[config.mk]
export PLATFORM = sky130hd
export DESIGN_NAME = background_reader
export DESIGN_NICKNAME = d
export VERILOG_FILES = /design/src/rtl/bgread_pkg.sv /design/src/rtl/bgread_fifo.sv /design/src/rtl/background_reader.sv
export SDC_FILE = /design/constraint.sdc
export NUM_CORES = 1
export LEC_CHECK = 0
export ABC_AREA = 1
export ABC_CLOCK_PERIOD_IN_PS = 6700
export CORE_ASPECT_RATIO = 0.7
export CORE_UTILIZATION = 60
export DETAILED_ROUTE_END_ITERATION = 16
export GPL_ROUTABILITY_DRIVEN = 0
export HOLD_SLACK_MARGIN = 0.03
export PLACE_DENSITY = 0.93
export SLEW_MARGIN = 25
export SYNTH_ARGS = -nofsm -noshare
export SYNTH_HDL_FRONTEND = slang
export SYNTH_SLANG_ARGS = --single-unit
[constraint.sdc]
create_clock -name i_clk -period 6.7 [get_ports i_clk]
set_input_delay 1.34 -clock i_clk [delete_from_list [all_inputs] [get_ports i_clk]]
set_output_delay 1.34 -clock i_clk [all_outputs]
set_load 0.01 [all_outputs]
[src/rtl/bgread_pkg.sv]
// Shared types and constants for the background reader: FSM states,
// RGB565 field positions, default raster size and the 565->10-bit expansion.
package bgread_pkg;

  typedef enum logic [1:0] {
    IDLE  = 2'd0,
    FETCH = 2'd1,
    DRAIN = 2'd2
  } state_t;

  localparam int R_MSB = 15;
  localparam int R_LSB = 11;
  localparam int G_MSB = 10;
  localparam int G_LSB = 5;
  localparam int B_MSB = 4;
  localparam int B_LSB = 0;

  localparam int DEF_H_ACTIVE = 640;
  localparam int DEF_V_ACTIVE = 480;

  // MSB replication so full-scale maps to full-scale and zero stays zero.
  function automatic logic [29:0] expand565(input logic [15:0] w);
    logic [4:0] r;
    logic [5:0] g;
    logic [4:0] b;
    r = w[R_MSB:R_LSB];
    g = w[G_MSB:G_LSB];
    b = w[B_MSB:B_LSB];
    return {r, r, g, g[5:2], b, b};
  endfunction

endpackage

[src/rtl/bgread_fifo.sv]
// Synchronous FIFO, first-word-fall-through head; push ignored when full, pop ignored when empty.
// Simultaneous push and pop leave the occupancy unchanged.
module bgread_fifo #(
  parameter int WIDTH = 16,
  parameter int DEPTH = 4
) (
  input  logic                       i_clk,
  input  logic                       i_rst,
  input  logic                       i_push,
  input  logic [WIDTH-1:0]           i_din,
  input  logic                       i_pop,
  output logic [WIDTH-1:0]           o_dout,
  output logic                       o_full,
  output logic                       o_empty,
  output logic [$clog2(DEPTH):0]     o_count
);

  localparam int AW = $clog2(DEPTH);

  logic [WIDTH-1:0] r_mem [DEPTH];
  logic [AW:0]      r_wptr;
  logic [AW:0]      r_rptr;
  logic             w_do_push;
  logic             w_do_pop;

  // Pointers carry one extra wrap bit so full and empty are distinguishable.
  assign o_count   = r_wptr - r_rptr;
  assign o_empty   = (o_count == '0);
  assign o_full    = (o_count == (AW+1)'(DEPTH));
  assign w_do_push = i_push && !o_full;
  assign w_do_pop  = i_pop && !o_empty;
  assign o_dout    = r_mem[r_rptr[AW-1:0]];

  always_ff @(posedge i_clk) begin
    if (w_do_push) begin
      r_mem[r_wptr[AW-1:0]] <= i_din;
    end
  end

  always_ff @(posedge i_clk or posedge i_rst) begin
    if (i_rst) begin
      r_wptr <= '0;
      r_rptr <= '0;
    end else begin
      if (w_do_push) r_wptr <= r_wptr + 1'b1;
      if (w_do_pop)  r_rptr <= r_rptr + 1'b1;
    end
  end

endmodule

[src/rtl/background_reader.sv]
// Streams one frame of RGB565 words from SRAM as 10-bit RGB pixels with raster x/y; reads are
// credit-limited by FIFO space so i_ready backpressure never overflows it. BGREAD_GRAY_EN: grayscale output.
module background_reader
  import bgread_pkg::*;
#(
  parameter int          H_ACTIVE   = DEF_H_ACTIVE,
  parameter int          V_ACTIVE   = DEF_V_ACTIVE,
  parameter logic [19:0] BASE_ADDR  = 20'h0,
  parameter int          RD_LAT     = 2,
  parameter int          FIFO_DEPTH = 4
) (
  input  logic        i_clk,
  input  logic        i_rst,
  input  logic        i_start,
  output logic        o_busy,
  output logic        o_sram_rd,
  output logic [19:0] o_sram_addr,
  input  logic [15:0] i_sram_dq,
  output logic        o_valid,
  input  logic        i_ready,
  output logic [9:0]  o_r,
  output logic [9:0]  o_g,
  output logic [9:0]  o_b,
  output logic [10:0] o_x,
  output logic [10:0] o_y,
  output logic        o_frame_done
);

  localparam int TOTAL = H_ACTIVE * V_ACTIVE;
  localparam int NW    = $clog2(TOTAL + 1);
  localparam int CW    = $clog2(FIFO_DEPTH) + 1;

  state_t            r_state;
  state_t            w_state_nxt;
  logic [NW-1:0]     r_rd_cnt;
  logic [19:0]       r_addr;
  logic [RD_LAT-1:0] r_vld_sr;
  logic [RD_LAT-1:0] w_vld_sr_nxt;
  logic [CW-1:0]     w_infl;
  logic [CW-1:0]     w_fifo_cnt;
  logic [CW:0]       w_pending;
  logic              w_rd;
  logic              w_last_rd;
  logic              w_push;
  logic              w_hs;
  logic              w_last_px;
  logic              w_fifo_empty;
  logic              w_fifo_full;
  logic [15:0]       w_head;
  logic [29:0]       w_exp;
  logic [10:0]       r_x;
  logic [10:0]       r_y;
  logic              r_done;

  // Every outstanding read already owns a FIFO slot, so occupancy + in-flight bounds the fill level.
  always_comb begin
    w_infl = '0;
    for (int i = 0; i < RD_LAT; i++) begin
      w_infl = w_infl + CW'(r_vld_sr[i]);
    end
    w_vld_sr_nxt    = r_vld_sr << 1;
    w_vld_sr_nxt[0] = w_rd;
  end

  assign w_pending = {1'b0, w_fifo_cnt} + {1'b0, w_infl};
  assign w_rd      = (r_state == FETCH) && !w_fifo_full && (w_pending < (CW+1)'(FIFO_DEPTH));
  assign w_last_rd = w_rd && (r_rd_cnt == NW'(TOTAL - 1));
  assign w_push    = r_vld_sr[RD_LAT-1];
  assign w_hs      = o_valid && i_ready;
  assign w_last_px = (r_x == 11'(H_ACTIVE - 1)) && (r_y == 11'(V_ACTIVE - 1));

  always_comb begin
    w_state_nxt = r_state;
    case (r_state)
      IDLE:    if (i_start) w_state_nxt = FETCH;
      FETCH:   if (w_last_rd) w_state_nxt = DRAIN;
      DRAIN:   if (w_hs && w_last_px) w_state_nxt = IDLE;
      default: w_state_nxt = IDLE;
    endcase
  end

  always_ff @(posedge i_clk or posedge i_rst) begin
    if (i_rst) begin
      r_state <= IDLE;
    end else begin
      r_state <= w_state_nxt;
    end
  end

  always_ff @(posedge i_clk or posedge i_rst) begin
    if (i_rst) begin
      r_rd_cnt <= '0;
      r_addr   <= '0;
      r_vld_sr <= '0;
    end else begin
      r_vld_sr <= w_vld_sr_nxt;
      if (r_state == IDLE && i_start) begin
        r_rd_cnt <= '0;
        r_addr   <= BASE_ADDR;
      end else if (w_rd) begin
        r_rd_cnt <= r_rd_cnt + 1'b1;
        r_addr   <= r_addr + 20'd1;
      end
    end
  end

  always_ff @(posedge i_clk or posedge i_rst) begin
    if (i_rst) begin
      r_x    <= '0;
      r_y    <= '0;
      r_done <= 1'b0;
    end else begin
      r_done <= (r_state == DRAIN) && w_hs && w_last_px;
      if (w_hs) begin
        if (r_x == 11'(H_ACTIVE - 1)) begin
          r_x <= '0;
          r_y <= (r_y == 11'(V_ACTIVE - 1)) ? 11'd0 : r_y + 11'd1;
        end else begin
          r_x <= r_x + 11'd1;
        end
      end
    end
  end

  bgread_fifo #(
    .WIDTH (16),
    .DEPTH (FIFO_DEPTH)
  ) u_fifo (
    .i_clk   (i_clk),
    .i_rst   (i_rst),
    .i_push  (w_push),
    .i_din   (i_sram_dq),
    .i_pop   (w_hs),
    .o_dout  (w_head),
    .o_full  (w_fifo_full),
    .o_empty (w_fifo_empty),
    .o_count (w_fifo_cnt)
  );

  assign w_exp = expand565(w_head);

`ifdef BGREAD_GRAY_EN
  logic [11:0] w_sum;
  logic [9:0]  w_gray;
  assign w_sum  = 12'(w_exp[29:20]) + {1'b0, w_exp[19:10], 1'b0} + 12'(w_exp[9:0]);
  assign w_gray = w_sum[11:2];
  assign o_r    = o_valid ? w_gray : '0;
  assign o_g    = o_valid ? w_gray : '0;
  assign o_b    = o_valid ? w_gray : '0;
`else
  assign o_r    = o_valid ? w_exp[29:20] : '0;
  assign o_g    = o_valid ? w_exp[19:10] : '0;
  assign o_b    = o_valid ? w_exp[9:0]   : '0;
`endif

  assign o_valid      = !w_fifo_empty;
  assign o_busy       = (r_state != IDLE);
  assign o_sram_rd    = w_rd;
  assign o_sram_addr  = r_addr;
  assign o_x          = r_x;
  assign o_y          = r_y;
  assign o_frame_done = r_done;

endmodule

==> reports/qor_table.md, run 1 <==
| Stage | Parameter | Reported |
|:---|:---|:---|
| setup path | RR Startpoint | u_fifo.r_rptr[0] |
| pwr | Power per cell area | 457 nW/um2 |
| logic synthesis | Seq/Total Area, Yosys | 52.4% |
| logic synthesis | Post-synthesis net count | 879 |
| floorplan | Die boundary height | 93.1 um |
| route | Total iterations of the first detailed-routing run | 8 |
| layout | Count of nets after finishing | 963 |
| global routing | GR Util All Layers | 30.9% |
| sta | Fraction of the cycle the final worst path needs | 69.1% |
| clock tree | TritonCTS clock tree | yes |
| clock tree | Num CTS Buffers | 17 |
| floorplan | Horizontal die dimension | 132 um |
| logic synthesis | Count of yosys warnings during synthesis | 0 |
| layout | Fraction of final layout cells with drive strength greater than 1 | 6.57% |
| pwr | Net switching fraction of the power | 39.1% |
| setup path | Maximum fanout along the worst path | 35 |
| pwr | Sequential share of power | 30.7% |
| logic synthesis | Synthesized instance count | 847 |
| clock tree | Clock transition at the register clock pins on the worst setup and hold paths after CTS | 60 ps |
| route | Count of antenna-violating nets left after detailed routing | 0 |
| setup path | Required time reported for the critical path endpoint | 5360 ps |
| clock tree | Number of clock sinks | 136 |
| sta | Worst relative slew slack | 36.0% |
| clock tree | CTS Buffer Depth | 2 |
| pwr | Power dissipated by switching net loads | 1550 uW |
| floorplan | Starting density of the core | 63.2% |
| min path | Min-delay src | r_vld_sr[0] |
| setup path | Setup slack, reg-to-reg | 3470 ps |
| setup path | Type of element capturing the critical path | output port |
| layout | Number of diodes | 0 |
| pwr | Portion of total power attributed to the clock network | 24.3% |
| route | Wire length reported by the detailed router | 17600 um |
| pwr | Combinational fraction of design power | 45.0% |
| sta | Final Slew Violations | 0 |
| global routing | Maximum number of pins on one net before global-route repair | 73 |
| min path | WHS Path Cells | 0 |
| sta | Slew at the pin with the worst max-slew slack | 959 ps |
| min path | WHS Endpoint | r_vld_sr[1] |
| sta | Final clock skew | 9.09 ps |
| sta | Clock period minus final worst setup slack | 4630 ps |
| setup path | Worst endpoint data arrival time | 3290 ps |
| flow run | Max-cap violations | 0 |
| outcome | Status | finished, final reports clean |
| clock tree | Worst-Skew Late Latency | 420 ps |
| global routing | Total grt overflow | 0 |
| layout | Most common library cell in the layout ignoring fill and taps | nand2_1 |
| placed design | Number of port buffers | 95 |
| sta | Finish-stage setup viols | 0 |
| logic synthesis | Post-synthesis instance area | 7110 um2 |
| pwr | Int Power | 2420 uW |
| placed design | Instance count after placement with tap cells included | 1065 |
| placed design | Half-perimeter wire length after detailed placement | 11200 um |
| floorplan | Number of top-level design ports | 96 |
| clock tree | Count of hold-fix buffers inserted at cts | 0 |
| setup path | Startpoint types | register |
| route | Post-detailed-route via-to-cell ratio | 5.67 |
| pwr | Peak VDD IR | 0.373 mV |
| floorplan | Core outline area | 11300 um2 |
| logic synthesis | Distinct cell type count after synthesis | 33 |
| global routing | Number of global-route vias before repair | 5949 |
| layout | Finished Layout Cells | 1097 |
| route | Routed length per instance | 16.0 um |
| layout | Most frequent cells in the layout | nand2_1 (244), nor2_1 (131), clkdlybuf4s50_1 (95), inv_1 (77), dfrtp_1 (71) |
| clock tree | Post-cts gate resize count | 0 |
| clock tree | CTS H-Tree Depth | 4 |
| sta | Achievable clock frequency | 0.216 GHz |
| clock tree | CTS Root Cell | clkbuf_16 |
| setup path | Number of cells on the worst reg-to-reg path | 9 |
| pwr | Total power draw | 3970 uW |
| floorplan | Total Die Area | 12300 um2 |
| pwr | Leakage power | 0.00361 uW |
| logic synthesis | Mean Syn Cell Area | 8.39 um2 |
| logic synthesis | Flop and latch count out of synthesis | 136 |
| sta | Total count of hold-check failures in the final report | 0 |
| setup path | Classification of the worst setup path | register to output port |
| layout | Layout overhead on the synthesized area | 22.2% |
| setup path | Worst flop-to-flop path endpoint | o_sram_addr[12] |
| clock tree | Buffers inserted by post-CTS timing repair | 0 |
| floorplan | Site row count | 32 |
| route | Initial drt markers | 788 |
| sta | Setup repair after global routing missed its margin | false |
| route | Routed vias | 6221 |
| sta | Total Neg Setup Slack | 0 ps |
| global routing | Wire length of the first global-routing pass | 29300 um |
| min path | Min-delay worst type | register to register |
| global routing | Initial antenna violation count | 0 |
| route | Final routed DRC violation total | 0 |
how the worst max path moves through the flow:
stage	start	endpoint	slack (ps)
detailed placement	u_fifo.r_rptr[0]	o_r[2]	2330
finish	u_fifo.r_rptr[0]	o_r[2]	2070
CTS	u_fifo.r_rptr[0]	o_sram_rd	1820
floorplan	u_fifo.r_rptr[0]	o_b[6]	3380
global placement	u_fifo.r_rptr[0]	o_b[5]	2490
global route	u_fifo.r_rptr[0]	o_r[4]	1950
cell families (layout without fill, tap and decap cells):
family / after synthesis / after routing / synth area share (%)
AND/OR/NAND/NOR: 471 / 471 / 27.6
flip-flops: 136 / 136 / 52.4
buffers and inverters: 123 / 220 / 7.92
AO/OA/AOI/OAI: 81 / 81 / 6.92
XOR/XNOR: 24 / 24 / 2.96
adder cells (fa/ha/maj): 12 / 12 / 2.22
layout make-up:
| class | count | area [um2] |
|---|---|---|
| Timing Repair Buffer | 104 | 1020 |
| Multi-Input combinational cell | 588 | 2830 |
| Clock buffer | 17 | 425 |
| Inverter | 84 | 318 |
| Clock inverter | 15 | 181 |
| Fill cell | 689 | 2560 |
| Tap cell | 153 | 191 |
| Sequential cell | 136 | 3720 |
state kept, by name, indices dropped and copies added, names as in the netlist:
name	flops
r_rd_cnt	19
u_fifo.r_rptr	3
u_fifo.r_wptr	3
o_x	11
o_y	11
o_sram_addr	20
u_fifo.r_mem	64
r_state	2
o_frame_done	1
r_vld_sr	2
metal layers:
metal	wire length, um	global-route usage (%)	vias to the layer above
li1	-	-	2926
met1	7280	41.0	2871
met2	8320	50.0	369
met3	1470	5.96	55
met4	481	13.4	0
met5	0	0	-
power by group through the flow:
stage               combinational, uW  sequential (uW)  clock, uW
finish                           1790             1220        963
global route                     1940             1240       1000
CTS                              1790             1210        969
detailed placement               1750             1220          0
global placement                 1660             1220          0
floorplan                        1150             1190          0
cells in the mapped netlist:
cell type	instances	area, um2
buf_4	18	135
o21ai_2	5	43.8
nor3_1	7	35.0
nand3_4	1	17.5
nor2_2	2	12.5
nor2_4	2	22.5
nand3b_1	1	7.51
xor2_1	19	166
and2_1	2	12.5
o21ai_1	23	115
nor3_2	1	10.0
edfxtp_1	64	1920
o21bai_1	3	22.5
buf_6	3	33.8
fa_1	1	20.0
inv_1	79	297
dfrtp_1	72	1800
xnor2_1	5	43.8
nor2_1	132	495
inv_2	4	15.0
nand2_2	4	25.0
a21oi_1	4	20.0
nand3_1	49	245
o21ai_0	30	150
ha_1	11	138
inv_4	1	6.26
nand4_1	24	150
clkbuf_1	7	26.3
o32ai_1	16	140
buf_1	4	15.0
buf_2	7	35.0
or2_2	2	12.5
nand2_1	244	916
critical path, cell delays in order (launching register included):
cell and delay (ps):
dfrtp_2 630, ha_1 320, fa_1 380, inv_1 70, nand3_1 80, nand2_2 150, inv_2 60, nand2_2 360
nand2_1 110, inv_1 120, clkdlybuf4s50_1 580
through the flow:
| step | cell area (um2) | setup slack (ps) | utilization, % | hold slack, ps |
|---|---|---|---|---|
| 2_1_floorplan | 7110 | 3380 | - | 360 |
| 3_3_place_gp | 8080 | 2490 | 71.8 | 374 |
| 3_5_place_dp | 8080 | 2330 | 71.8 | 388 |
| 4_1_cts | 8690 | 1820 | 77.2 | 413 |
| 5_1_grt | 8690 | 1950 | 77.2 | 420 |
| 6_report | 8690 | 2070 | 77.2 | 418 |
Power figures use the tool's default switching activity.
==> run 2: changes to the inputs <==
- ABC_CLOCK_PERIOD_IN_PS: 6700 -> 4740
- CORE_UTILIZATION: 60 -> 55
- PLACE_DENSITY: 0.93 -> 0.87
- clock period: 6.7 -> 4.74 ns (I/O delays scaled with it)
==> reports/qor_table.md, run 2 (synthesis results as in run 1) <==
| Stage | Parameter | Reported | Change |
|:---|:---|:---|:---|
| outcome | Status | finished, final reports clean |  |
| setup path | Startpoint types | register |  |
| global routing | Wire length of the first global-routing pass | 27500 um | -6.4% |
| layout | Finished Layout Cells | 1107 | +0.91% |
| global routing | Number of global-route vias before repair | 5817 | -2.2% |
| floorplan | Total Die Area | 13400 um2 | +8.9% |
| global routing | Initial antenna violation count | 0 | unchanged |
| pwr | Power per cell area | 647 nW/um2 | +42% |
| placed design | Half-perimeter wire length after detailed placement | 10800 um | -3.8% |
| route | Initial drt markers | 471 | -40% |
| setup path | Setup slack, reg-to-reg | 1910 ps | -1560 ps |
| sta | Final clock skew | 8.79 ps | -0.297 ps |
| route | Wire length reported by the detailed router | 16400 um | -6.4% |
| layout | Fraction of final layout cells with drive strength greater than 1 | 7.09% | +0.52 points |
| floorplan | Horizontal die dimension | 138 um | +4.4% |
| min path | WHS Path Cells | 0 | unchanged |
| clock tree | Num CTS Buffers | 17 | unchanged |
| route | Post-detailed-route via-to-cell ratio | 5.49 | -3.2% |
| sta | Achievable clock frequency | 0.254 GHz |  |
| layout | Count of nets after finishing | 965 | +0.21% |
| global routing | Maximum number of pins on one net before global-route repair | 50 | -32% |
| flow run | Max-cap violations | 0 | unchanged |
| route | Routed length per instance | 14.8 um | -7.2% |
| floorplan | Core outline area | 12500 um2 | +11% |
| layout | Most frequent cells in the layout | nand2_1 (244), nor2_1 (131), clkdlybuf4s50_1 (95), inv_1 (78), dfrtp_1 (72) |  |
| min path | Min-delay worst type | register to register |  |
| clock tree | Clock transition at the register clock pins on the worst setup and hold paths after CTS | 60 ps | about the same |
| route | Count of antenna-violating nets left after detailed routing | 0 | unchanged |
| sta | Setup repair after global routing missed its margin | false |  |
| layout | Most common library cell in the layout ignoring fill and taps | nand2_1 |  |
| floorplan | Die boundary height | 97.1 um | +4.4% |
| clock tree | Post-cts gate resize count | 0 | unchanged |
| sta | Total Neg Setup Slack | 0 ps | unchanged |
| setup path | Worst endpoint data arrival time | 2990 ps | -300 ps |
| placed design | Instance count after placement with tap cells included | 1076 | +1.0% |
| route | Routed vias | 6079 | -2.3% |
| setup path | Type of element capturing the critical path | output port |  |
| clock tree | Worst-Skew Late Latency | 420 ps | about the same |
| layout | Number of flip-flops in the largest register | 64 | unchanged |
| route | Total iterations of the first detailed-routing run | 5 | -3 |
| setup path | Number of cells on the worst reg-to-reg path | 10 | +1 |
| clock tree | Number of clock sinks | 136 | unchanged |
| setup path | Classification of the worst setup path | register to output port |  |
| global routing | GR Util All Layers | 26.5% | -4.4 points |
| pwr | Leakage power | 0.00364 uW | +0.79% |
| placed design | Number of port buffers | 95 | unchanged |
| setup path | Maximum fanout along the worst path | 21 | -40% |
| clock tree | CTS Buffer Depth | 2 | unchanged |
| floorplan | Starting density of the core | 56.8% | -6.3 points |
| clock tree | CTS H-Tree Depth | 4 | unchanged |
| sta | Clock period minus final worst setup slack | 3940 ps |  |
| clock tree | CTS Root Cell | clkbuf_16 |  |
| route | Final routed DRC violation total | 0 | unchanged |
| sta | Finish-stage setup viols | 0 | unchanged |
| sta | Worst relative slew slack | 34.3% | -1.8 points |
| global routing | Total grt overflow | 0 | unchanged |
| floorplan | Site row count | 34 | +6.3% |
| layout | Number of diodes | 0 | unchanged |
| clock tree | Buffers inserted by post-CTS timing repair | 0 | unchanged |
| clock tree | Count of hold-fix buffers inserted at cts | 0 | unchanged |
| sta | Fraction of the cycle the final worst path needs | 83.1% |  |
| floorplan | Number of top-level design ports | 96 | unchanged |
| setup path | Required time reported for the critical path endpoint | 3790 ps | -1570 ps |
| clock tree | TritonCTS clock tree | yes |  |
| pwr | Peak VDD IR | 0.516 mV | +38% |
| sta | Final Slew Violations | 0 | unchanged |
| layout | Layout overhead on the synthesized area | 23.2% |  |
| sta | Slew at the pin with the worst max-slew slack | 986 ps | +26.4 ps |
| sta | Total count of hold-check failures in the final report | 0 | unchanged |
-- run 2: routing by layer --
layer  up-vias  GRT usage (%)  wire length, um
li1       2935              -                -
met1      2846           36.2             7360
met2       265           40.5             7520
met3        33           6.83             1270
met4         0           9.78              277
met5         -              0                0
-- run 2: cell type report --
class	instances	area, um2
Fill cell	898	3750
Sequential cell	136	3720
Multi-Input combinational cell	588	2830
Timing Repair Buffer	106	1030
Clock buffer	17	425
Inverter	84	319
Clock inverter	14	223
Tap cell	162	203
-- run 2: where the power goes --
group | internal [uW] | leakage [uW] | switching (uW) | total, uW
registers | 1510 | 0.00155 | 177 | 1690
clock network | 935 | 0.000310 | 506 | 1440
logic | 1040 | 0.00178 | 1490 | 2530
-- run 2: critical path, stage by stage (launching register included) --
cell and delay [ps]:
dfrtp_1 380, inv_1 110, ha_1 210, fa_1 380, inv_1 70, nand3_1 80
nand2_2 140, inv_2 50, nand2_2 360, nand2_1 150, inv_1 90, clkdlybuf4s50_1 550
-- run 2: final timing paths --
check                                  from               end
min in group asynchronous             i_rst   o_sram_addr[13]
hold reg to reg                 r_vld_sr[0]       r_vld_sr[1]
hold / removal                  r_vld_sr[0]       r_vld_sr[1]
setup / recovery           u_fifo.r_wptr[0]            o_b[5]
setup reg to reg           u_fifo.r_wptr[0]  u_fifo.r_rptr[0]
max in group asynchronous             i_rst      r_rd_cnt[10]
-- run 2: stage by stage --
| stage | setup slack [ps] | utilization [%] | cell area (um2) | hold WS, ps | power (uW) |
|---|---|---|---|---|---|
| after floorplan | 1810 | - | 7110 | 360 | 3310 |
| after global placement | 1420 | 64.8 | 8110 | 370 | 4110 |
| after detailed placement | 1250 | 64.8 | 8110 | 382 | 4200 |
| after CTS | 771 | 70.0 | 8750 | 397 | 5670 |
| after global routing | 622 | 70.0 | 8750 | 407 | 6000 |
| final | 802 | 70.0 | 8750 | 402 | 5660 |
==> run 3: changes to the inputs <==
- ABC_CLOCK_PERIOD_IN_PS: 4740 -> 3900
- clock period: 4.74 -> 3.9 ns (I/O delays scaled with it)
==> reports/qor_table.md, run 3 (synthesis results as in run 1) <==
| Stage | Parameter | Reported | Change |
|:---|:---|:---|:---|
| floorplan | Site row count | 34 | unchanged |
| layout | Filler Cells Inserted | 930 | +3.6% |
| layout | Number of flip-flops in the largest register | 64 | unchanged |
| setup path | Type of element capturing the critical path | output port |  |
| global routing | Wire length of the first global-routing pass | 28200 um | +2.8% |
| route | Total iterations of the first detailed-routing run | 6 | +1 |
| clock tree | Worst-Skew Late Latency | 420 ps | about the same |
| clock tree | CTS Buffer Depth | 2 | unchanged |
| global routing | GR Util All Layers | 27.0% | +0.53 points |
| route | Detailed route wirelength on metal3 | 1350 um | +6.0% |
| clock tree | Clock transition at the register clock pins on the worst setup and hold paths after CTS | 60 ps | about the same |
| setup path | Required time reported for the critical path endpoint | 3120 ps | -670 ps |
| setup path | Master of the slowest instance on the critical path | clkdlybuf4s50_1 |  |
| clock tree | Number of clock sinks | 136 | unchanged |
| route | Post-detailed-route via-to-cell ratio | 5.54 | +0.83% |
| sta | Total Neg Setup Slack | 0 ps | unchanged |
| setup path | Crit path cell chain | inv_1 -> ha_1 -> fa_1 -> inv_1 -> nand3_1 -> nand2_2 -> inv_2 -> nand2_4 -> nand2_1 -> inv_1 -> clkdlybuf4s50_1 |  |
| sta | Achievable clock frequency | 0.274 GHz |  |
| floorplan | Horizontal die dimension | 138 um | unchanged |
| layout | Fraction of final layout cells with drive strength greater than 1 | 7.17% | +0.083 points |
| layout | Count of nets after finishing | 967 | +0.21% |
| clock tree | CTS H-Tree Depth | 4 | unchanged |
| setup path | Classification of the worst setup path | register to output port |  |
| layout | Layout overhead on the synthesized area | 23.2% | about the same |
| floorplan | Core outline area | 12500 um2 | unchanged |
| sta | Final clock skew | 11.9 ps | +3.08 ps |
| min path | Min-delay worst type | register to register |  |
| clock tree | TritonCTS clock tree | yes |  |
| outcome | Status | finished, final reports clean |  |
| sta | Final Slew Violations | 0 | unchanged |
| floorplan | Die boundary height | 97.1 um | unchanged |
| setup path | Largest incremental delay on the critical path | 560 ps | about the same |
| route | Routed vias | 6146 | +1.1% |
| pwr | Peak VDD IR | 0.657 mV | +27% |
| floorplan | Starting density of the core | 56.8% | unchanged |
| route | Sum of routed wire segments on met1 | 7430 um | +1.0% |
| sta | Worst relative slew slack | 52.9% | +19 points |
| route | Final routed DRC violation total | 0 | unchanged |
| layout | Finished Layout Cells | 1110 | +0.27% |
| clock tree | CTS Root Cell | clkbuf_16 |  |
| setup path | Maximum fanout along the worst path | 21 | unchanged |
| setup path | Bufs and invs on worst path | 5 | unchanged |
| global routing | Initial antenna violation count | 0 | unchanged |
| placed design | Half-perimeter wire length after detailed placement | 10900 um | +1.5% |
| clock tree | Count of hold-fix buffers inserted at cts | 0 | unchanged |
| route | Met2 routed WL | 7900 um | +5.0% |
| global routing | Number of global-route vias before repair | 5771 | -0.79% |
| route | Top routing layer used | met4 |  |
| global routing | Total grt overflow | 0 | unchanged |
| placed design | Instance count after placement with tap cells included | 1078 | +0.19% |
| route | Routed length per instance | 15.2 um | +2.6% |
| layout | Multi-input combinational cell area | 2830 um2 | about the same |
| setup path | Critical path's most frequent cell | inv_1 |  |
| layout | Most frequent cells in the layout | nand2_1 (244), nor2_1 (131), clkdlybuf4s50_1 (95), inv_1 (78), dfrtp_1 (72) |  |
| layout | Register area | 3720 um2 | unchanged |
| setup path | Worst endpoint data arrival time | 2870 ps | -120 ps |
| global routing | Maximum number of pins on one net before global-route repair | 73 | +46% |
| layout | Number of diodes | 0 | unchanged |
| route | Initial drt markers | 623 | +32% |
| sta | Slew at the pin with the worst max-slew slack | 705 ps | -281 ps |
| route | Count of antenna-violating nets left after detailed routing | 0 | unchanged |
| setup path | Startpoint types | register |  |
| layout | Most common library cell in the layout ignoring fill and taps | nand2_1 |  |
| setup path | Cell family with most CP delay | buffers and inverters |  |
| sta | Clock period minus final worst setup slack | 3650 ps |  |
| sta | Total count of hold-check failures in the final report | 0 | unchanged |
| sta | Finish-stage setup viols | 0 | unchanged |
| sta | Fraction of the cycle the final worst path needs | 93.6% |  |
| pwr | Leakage power | 0.00366 uW | +0.55% |
| floorplan | Number of top-level design ports | 96 | unchanged |
| route | Wire length reported by the detailed router | 16900 um | +2.9% |
| floorplan | Total Die Area | 13400 um2 | unchanged |
| flow run | Max-cap violations | 0 | unchanged |
| sta | Setup repair after global routing missed its margin | false |  |
| clock tree | Num CTS Buffers | 17 | unchanged |
| placed design | Number of port buffers | 95 | unchanged |
| pwr | Power per cell area | 786 nW/um2 | +22% |
-- run 3: cell count changes in the layout (fill, tap and decap cells not counted), sizes merged --
cell	previous run	this run
inv	85	88
buf	11	13
clkinvlp	2	0
bufinv	5	4
clkinv	6	7
-- run 3: cell type report --
type | instances | share of cell area (%)
clock buffers | 17 | 4.86
repair buffers | 108 | 12.2
multi-input cells | 588 | 32.3
inverters | 84 | 3.63
clock inverters | 15 | 2.24
flip-flops and latches | 136 | 42.5
well taps | 162 | 2.31
-- run 3: worst paths after layout --
check / start / end / slack (ps) / cells past startpoint
min in group asynchronous: i_rst / o_y[6] / 870 / 3
min reg2reg: r_vld_sr[0] / r_vld_sr[1] / 410 / 0
min: r_vld_sr[0] / r_vld_sr[1] / 410 / 0
max: u_fifo.r_wptr[0] / o_r[3] / 250 / 11
max reg2reg: u_fifo.r_wptr[0] / r_rd_cnt[16] / 970 / 12
max in group asynchronous: i_rst / u_fifo.r_rptr[1] / 2570 / 3
-- run 3: stage by stage --
| stage | power (uW) | hold WS [ps] | util, % | instance area, um2 | setup WS (ps) |
|---|---|---|---|---|---|
| 2_1_floorplan | 4020 | 360 | - | 7110 | 1140 |
| 3_3_place_gp | 5040 | 373 | 65.0 | 8130 | 764 |
| 3_5_place_dp | 5150 | 366 | 65.0 | 8130 | 577 |
| 4_1_cts | 6880 | 397 | 70.0 | 8750 | 90.4 |
| 5_1_grt | 7290 | 401 | 70.0 | 8760 | 98.2 |
| 6_report | 6890 | 406 | 70.0 | 8760 | 251 |
-- run 3: power breakdown --
group          switching, uW  leakage (uW)  internal (uW)
clock network            625      0.000310           1070
logic                   1820       0.00180           1310
registers                221       0.00155           1830
total                   2670       0.00366           4220
-- run 3: timing repair --
item                       in CTS  in global routing
resized for setup               0                  1
buffers inserted                0                  0
setup endpoints to repair       0                 29
hold endpoints to repair        0                  0
-- run 3: per-layer routing --
layer / up-vias / global-route usage (%)
met5: - / 0
met2: 279 / 40.6
met3: 26 / 5.74
li1: 2936 / -
met4: 0 / 9.28
met1: 2905 / 38.7
